$ cat config.mk
export PLATFORM = sky130hd
export DESIGN_NAME = regex_cmd_sequencer
export DESIGN_NICKNAME = d
export VERILOG_FILES = /design/src/rtl/AXI_package.sv /design/src/rtl/regex_cmd_sequencer_pkg.sv /design/src/rtl/regex_cmd_sequencer.sv
export SDC_FILE = /design/constraint.sdc
export NUM_CORES = 1
export LEC_CHECK = 0
export ABC_AREA = 1
export BUFFER_PORTS_ARGS = -buffer_cell sky130_fd_sc_hd__buf_2
export CORE_MARGIN = 10
export CORE_UTILIZATION = 30
export CTS_BUF_LIST = sky130_fd_sc_hd__clkbuf_8
export CTS_CLUSTER_DIAMETER = 40
export DETAILED_ROUTE_END_ITERATION = 12
export PLACE_DENSITY = 0.62
export SYNTH_ARGS = -nofsm -noshare
export SYNTH_HDL_FRONTEND = slang
export SYNTH_SLANG_ARGS = --single-unit
$ cat constraint.sdc
create_clock -name clk -period 3.6 [get_ports clk]
set_input_delay 0.72 -clock clk [delete_from_list [all_inputs] [get_ports clk]]
set_output_delay 0.72 -clock clk [all_outputs]
set_load 0.03 [all_outputs]
$ cat src/rtl/AXI_package.sv
`default_nettype none
// ============================================================================
//  Package     : AXI_package
//  Description : Register widths, command codes and status codes shared by
//                the regex coprocessor wrapper and anything that drives its
//                command/status register interface.
//  Revision    : 1.0 - initial release
// ============================================================================
package AXI_package;

   localparam int REG_WIDTH    = 32;
   localparam int REG_WIDTH_64 = 64;

   // Command register encodings
   localparam logic [REG_WIDTH-1:0] CMD_NOP                = 32'd0;
   localparam logic [REG_WIDTH-1:0] CMD_WRITE              = 32'd1;
   localparam logic [REG_WIDTH-1:0] CMD_START              = 32'd2;
   localparam logic [REG_WIDTH-1:0] CMD_READ_ELAPSED_CLOCK = 32'd3;
   localparam logic [REG_WIDTH-1:0] CMD_RESTART            = 32'd4;
   localparam logic [REG_WIDTH-1:0] CMD_RESET              = 32'd5;

   // Status register encodings
   localparam logic [REG_WIDTH-1:0] STATUS_IDLE     = 32'd0;
   localparam logic [REG_WIDTH-1:0] STATUS_RUNNING  = 32'd1;
   localparam logic [REG_WIDTH-1:0] STATUS_ACCEPTED = 32'd2;
   localparam logic [REG_WIDTH-1:0] STATUS_REJECTED = 32'd3;
   localparam logic [REG_WIDTH-1:0] STATUS_ERROR    = 32'd4;

endpackage
`default_nettype wire

$ cat src/rtl/regex_cmd_sequencer_pkg.sv
`default_nettype none
// ============================================================================
//  Package     : regex_cmd_sequencer_pkg
//  Description : State encoding of the regex command sequencer, exported so
//                status-decode logic can name the states.
//  Revision    : 1.0 - initial release
// ============================================================================
package regex_cmd_sequencer_pkg;

   typedef enum logic [2:0] {
      S_IDLE    = 3'd0,
      S_LOAD    = 3'd1,
      S_START   = 3'd2,
      S_RUN     = 3'd3,
      S_READ_CC = 3'd4,
      S_RESTART = 3'd5,
      S_ABORT   = 3'd6,
      S_DONE    = 3'd7
   } seq_state_t;

endpackage
`default_nettype wire

$ cat src/rtl/regex_cmd_sequencer.sv
`default_nettype none
// ============================================================================
//  Module      : regex_cmd_sequencer
//  Description : Hardware initiator for the regex coprocessor. Accepts a job
//                descriptor and a stream of program words, loads them with
//                CMD_WRITE, starts the run, polls status, reads the elapsed
//                cycle counter, restarts the coprocessor and returns a result.
//  Ports       : clk/rst                      clock, sync active-high reset
//                job_*                        job descriptor handshake
//                word_*                       program word handshake
//                cmd/address/data_in_register registered command outputs
//                start/end_cc_pointer_register latched CC pointers
//                status_register/data_o_register coprocessor read-back
//                result_*                     result record handshake
//  Revision    : 1.0 - initial release
// ============================================================================
module regex_cmd_sequencer
   import AXI_package::*;
   import regex_cmd_sequencer_pkg::*;
#(
   parameter int ADDR_WIDTH     = 9,
   parameter int TIMEOUT_CYCLES = 2**20
) (
   input  logic                    clk,
   input  logic                    rst,
   input  logic                    job_valid,
   output logic                    job_ready,
   input  logic [ADDR_WIDTH:0]     job_words,
   input  logic [REG_WIDTH-1:0]    job_start_cc,
   input  logic [REG_WIDTH-1:0]    job_end_cc,
   input  logic                    word_valid,
   output logic                    word_ready,
   input  logic [REG_WIDTH_64-1:0] word_data,
   output logic [REG_WIDTH-1:0]    cmd_register,
   output logic [REG_WIDTH-1:0]    address_register,
   output logic [REG_WIDTH_64-1:0] data_in_register,
   output logic [REG_WIDTH-1:0]    start_cc_pointer_register,
   output logic [REG_WIDTH-1:0]    end_cc_pointer_register,
   input  logic [REG_WIDTH-1:0]    status_register,
   input  logic [REG_WIDTH_64-1:0] data_o_register,
   output logic                    result_valid,
   input  logic                    result_ready,
   output logic                    result_accept,
   output logic                    result_error,
   output logic                    result_timeout,
   output logic [REG_WIDTH-1:0]    result_cycles
);

   localparam int TW = $clog2(TIMEOUT_CYCLES + 1);
   localparam logic [TW-1:0]       c_timeout   = TW'(TIMEOUT_CYCLES);
   localparam logic [ADDR_WIDTH:0] c_max_words = {1'b1, {ADDR_WIDTH{1'b0}}};

   seq_state_t state_q, state_d;
   logic [REG_WIDTH-1:0]    cmd_q, cmd_d, addr_q, addr_d;
   logic [REG_WIDTH_64-1:0] data_q, data_d;
   logic [REG_WIDTH-1:0]    scc_q, scc_d, ecc_q, ecc_d, cycles_q, cycles_d;
   logic [ADDR_WIDTH:0]     words_q, words_d, cnt_q, cnt_d;
   logic [TW-1:0]           tcnt_q, tcnt_d, w_tcnt_inc;
   logic job_ready_q, job_ready_d, word_ready_q, word_ready_d;
   logic rvalid_q, rvalid_d, accept_q, accept_d, error_q, error_d, tmo_q, tmo_d;
   logic w_job_fire, w_word_fire, w_tmo_hit, w_complete;
   logic w_unused_data_hi;

   // Only the low word of the read-back carries the elapsed-cycle count.
   assign w_unused_data_hi = ^data_o_register[REG_WIDTH_64-1:REG_WIDTH];

   assign w_job_fire  = job_valid  && job_ready_q;
   assign w_word_fire = word_valid && word_ready_q;
   assign w_tcnt_inc  = tcnt_q + 1'b1;
   assign w_tmo_hit   = (w_tcnt_inc == c_timeout);
   assign w_complete  = (status_register == STATUS_ACCEPTED) ||
                        (status_register == STATUS_REJECTED) ||
                        (status_register == STATUS_ERROR);

   always_comb begin
      state_d  = state_q;
      cmd_d    = CMD_NOP;
      addr_d   = addr_q;
      data_d   = data_q;
      scc_d    = scc_q;
      ecc_d    = ecc_q;
      words_d  = words_q;
      cnt_d    = cnt_q;
      tcnt_d   = tcnt_q;
      accept_d = accept_q;
      error_d  = error_q;
      tmo_d    = tmo_q;
      cycles_d = cycles_q;
      case (state_q)
         S_IDLE: begin
            if (w_job_fire) begin
               words_d  = (job_words > c_max_words) ? c_max_words : job_words;
               scc_d    = job_start_cc;
               ecc_d    = job_end_cc;
               cnt_d    = '0;
               tcnt_d   = '0;
               accept_d = 1'b0;
               error_d  = 1'b0;
               tmo_d    = 1'b0;
               state_d  = S_LOAD;
            end
         end
         S_LOAD: begin
            // word_ready is low once cnt_q reaches words_q, so the START
            // decision can never coincide with a pending write.
            if (cnt_q == words_q) begin
               cmd_d   = CMD_START;
               state_d = S_START;
            end else if (w_word_fire) begin
               cmd_d  = CMD_WRITE;
               addr_d = {{(REG_WIDTH-ADDR_WIDTH){1'b0}}, cnt_q[ADDR_WIDTH-1:0]};
               data_d = word_data;
               cnt_d  = cnt_q + 1'b1;
            end
         end
         S_START, S_RUN: begin
            tcnt_d = w_tcnt_inc;
            // Timeout wins over any status sampled in the same cycle.
            if (w_tmo_hit) begin
               cmd_d   = CMD_RESET;
               state_d = S_ABORT;
            end else if (state_q == S_START) begin
               if (status_register == STATUS_RUNNING) state_d = S_RUN;
               else                                   cmd_d   = CMD_START;
            end else if (w_complete) begin
               accept_d = (status_register == STATUS_ACCEPTED);
               error_d  = (status_register == STATUS_ERROR);
               cmd_d    = CMD_READ_ELAPSED_CLOCK;
               state_d  = S_READ_CC;
            end
         end
         S_READ_CC: begin
            cycles_d = data_o_register[REG_WIDTH-1:0];
            cmd_d    = CMD_RESTART;
            state_d  = S_RESTART;
         end
         S_RESTART: begin
            if (status_register == STATUS_IDLE) state_d = S_DONE;
            else                                cmd_d   = CMD_RESTART;
         end
         S_ABORT: begin
            accept_d = 1'b0;
            error_d  = 1'b1;
            tmo_d    = 1'b1;
            cycles_d = REG_WIDTH'(TIMEOUT_CYCLES);
            state_d  = S_DONE;
         end
         S_DONE: begin
            if (result_ready && rvalid_q) state_d = S_IDLE;
         end
         default: state_d = S_IDLE;
      endcase
      job_ready_d  = (state_d == S_IDLE) && (status_register == STATUS_IDLE);
      word_ready_d = (state_d == S_LOAD) && (cnt_d < words_d);
      rvalid_d     = (state_d == S_DONE);
   end

   always_ff @(posedge clk) begin
      if (rst) begin
         state_q      <= S_IDLE;
         cmd_q        <= CMD_NOP;
         addr_q       <= '0;
         data_q       <= '0;
         scc_q        <= '0;
         ecc_q        <= '0;
         words_q      <= '0;
         cnt_q        <= '0;
         tcnt_q       <= '0;
         job_ready_q  <= 1'b0;
         word_ready_q <= 1'b0;
         rvalid_q     <= 1'b0;
         accept_q     <= 1'b0;
         error_q      <= 1'b0;
         tmo_q        <= 1'b0;
         cycles_q     <= '0;
      end else begin
         state_q      <= state_d;
         cmd_q        <= cmd_d;
         addr_q       <= addr_d;
         data_q       <= data_d;
         scc_q        <= scc_d;
         ecc_q        <= ecc_d;
         words_q      <= words_d;
         cnt_q        <= cnt_d;
         tcnt_q       <= tcnt_d;
         job_ready_q  <= job_ready_d;
         word_ready_q <= word_ready_d;
         rvalid_q     <= rvalid_d;
         accept_q     <= accept_d;
         error_q      <= error_d;
         tmo_q        <= tmo_d;
         cycles_q     <= cycles_d;
      end
   end

   assign job_ready                 = job_ready_q;
   assign word_ready                = word_ready_q;
   assign cmd_register              = cmd_q;
   assign address_register          = addr_q;
   assign data_in_register          = data_q;
   assign start_cc_pointer_register = scc_q;
   assign end_cc_pointer_register   = ecc_q;
   assign result_valid              = rvalid_q;
   assign result_accept             = accept_q;
   assign result_error              = error_q;
   assign result_timeout            = tmo_q;
   assign result_cycles             = cycles_q;

endmodule
`default_nettype wire

==> results.cfg <==
[synthesis]
ys_async_sr_fraction_pct = 0
synth_top_area_share_pct = 45.2
synth_top_cell_by_area = dfxtp_1
synth.avg_cell_area_um2 = 7.13
seq_area_frac_synth_pct = 45.2
synth_enable_flop_cells = 0
syn_area_um2 = 9830
netlist_top_cells_count = 352 x nand2_1, 222 x dfxtp_1, 218 x nor2_1
synth_flop_cell = dfxtp_1
synth.area.top_cells = dfxtp_1 45%, nand2_1 13%, nor2_1 8.3%, a21oi_1 7.3%, buf_4 4.2%
yosys_register_bits = 222
synth_most_common_cell = nand2_1
synth.distinct_cells = 40
syn_inst = 1378
ys.warnings.count = 0

[timing]
maxSlewViolCount = 0
setup_tns_ns = 0
max_freq_mhz = 349
finalCriticalPeriod_ns = 2.87
finalCritPeriodShare_pct = 79.6
hold_viol = 0
skew_ns = 0.0152
relSlewSlack_pct = 24.9
fin_ws_ns = 0.734
worst-slew-pin-transition_ns = 1.12
setup_viol_count_final = 0
rsz0062_at_grt = false

[cells_and_area]
final_cells = 2220
drive_gt1_share_pct = 28.0
syn2layout_area_growth_pct = 30.7
layout.nets = 1995

[detailed_routing]
dr_total_vias = 10100
routed_wl_mm = 34.5
drtPass1Iterations = 5
postRouteAntennaNets = 0
post_drt_wl_per_cell_um = 15.5
drtIter0Drc = 562
drc = 0
vias_per_cell = 4.54

[global_routing]
grt_max_degree = 79
grt_use_total_pct = 16.0
overflow = 0
grt_pass1_vias = 9881
grt_pass1_wl_mm = 53.3
antenna_found_initial = 5

[floorplan]
num_io_pins = 469
die_w_um = 201
start_util_pct = 30.3
core_um2 = 32500
die_y_um = 201
dieArea_um2 = 40400
rows = 66

[cts]
clock_latency_ns = 0.56
post_cts_buffers = 0
post_cts_resized = 0
cts_buffers = 45
clk_pin_slew_ns = 0.06
clockRootBuffer = clkbuf_8
cts.sinks = 222
cts_tree = yes
max-clock-path-buffers = 3
htreeDepth = 2
holdBufCountCts = 0

[power_and_ir_drop]
internal_power_mw = 4.31
combPwrFrac_pct = 13.8
switchingPower_mw = 1.79
swShare_pct = 29.3
power_density_nw_per_um2 = 475
clkPwrFrac_pct = 44.8
p_leak_nw = 6.01
power_frac_seq_pct = 41.4
vdd_drop_max_mv = 0.280

[setup_path]
required_ns = 4.09
cp.arrival_ns = 3.36
crit_fanout = 8
setup.worst_path.start_class = flip-flop
crit_type = reg -> reg
end_kind = flip-flop

[flow_run]
cap_viol_max_count = 0

[run_status]
outcome = finished, final reports clean

[placed_design]
place_hpwl_mm = 26.1
gp_congestion = 0.887
place_inst = 2139
dp_slack_ns = 0.728
io_buffers = 384

[worst_hold_path]
hp-class = in -> reg
[final cells by class]
class | instances | area [µm²]
inverters | 56 | 210
flip-flops and latches | 222 | 4440
well taps | 442 | 553
multi-input cells | 1023 | 4660
clock buffers | 54 | 743
repair buffers | 396 | 2010
fillers | 3462 | 19600
diodes | 1 | 2.50
clock inverters | 26 | 216
[layer usage]
layer,global-route usage (%),vias up,wire (µm)
met5,0,-,45
met4,5.60,6,876
met3,7.97,58,4320
met2,25.7,420,15500
met1,17.9,4500,13800
li1,-,5093,-
[registers in the layout (all words and copies together) (netlist names)]
name and cells:
result_valid 1, cmd_register 3, end_cc_pointer_register 32, data_in_register 64
start_cc_pointer_register 32, result_timeout 1, result_cycles 32, result_error 1
address_register 9, result_accept 1, cnt_q 10, word_ready 1
tcnt_q 21, words_q 10, state_q 3, job_ready 1
[layout by cell type (no fill, tap or decap), drive strengths merged, types with 9 or more instances in the layout]
cell / n
a21oi: 144
ha: 12
nor3: 10
conb: 52
inv: 66
nand2: 356
buf: 396
nand3: 71
dfxtp: 222
clkbuf: 54
clkinv: 9
nor2: 228
xnor2: 9
o21ai: 84
nand4: 21
[kinds of logic after synthesis]
kind of cell	Yosys count	synth area share (%)
compound gates	250	13.4
other cells	1	0.0381
xor+xnor	13	1.16
fa+ha+maj	12	1.53
simple gates	696	29.3
buf+inv	184	9.38
flops	222	45.2
[final timing paths]
kind,to,from,cells after the start,slack [ns]
worst max register to register,word_ready,cnt_q[3],16,0.73
worst min-delay path,start_cc_pointer_register[25],job_start_cc[25],3,0.39
worst min register to register,result_timeout,result_timeout,2,0.46
worst max-delay path,word_ready,cnt_q[3],16,0.73
[critical path, stage by stage (launching register included)]
cell and delay [ns]:
dfxtp_1 0.47, xnor2_1 0.15, nand2_1 0.06, nor2_1 0.24, nand3_2 0.21, nand4_1 0.20
nor2_1 0.10, o21ai_0 0.21, nand2_1 0.09, ha_1 0.29, nand2_1 0.09, nor2_1 0.05
a211oi_1 0.22, o2111ai_1 0.15, nor2_1 0.12, nand2_1 0.05, nor2_1 0.08
[metrics by stage]
stage	util [%]	cell area, µm²	hold slack (ns)	power, mW
floorplan	-	10000	0.459	3.17
global placement	36.6	11900	0.449	3.41
detailed placement	36.6	11900	0.452	3.41
CTS	39.6	12800	0.353	6.19
global route	39.6	12800	0.369	6.39
finish	39.6	12800	0.388	6.10
[power by group through the flow]
| stage | sequential [mW] | clock [mW] | combinational [mW] |
|---|---|---|---|
| after detailed placement | 2.58 | 0 | 0.831 |
| after global placement | 2.58 | 0 | 0.828 |
| after floorplan | 2.56 | 0 | 0.608 |
| after global routing | 2.53 | 2.94 | 0.925 |
| after CTS | 2.53 | 2.82 | 0.836 |
| final | 2.53 | 2.74 | 0.840 |
Note: power is estimated with default switching activity, not from simulation.
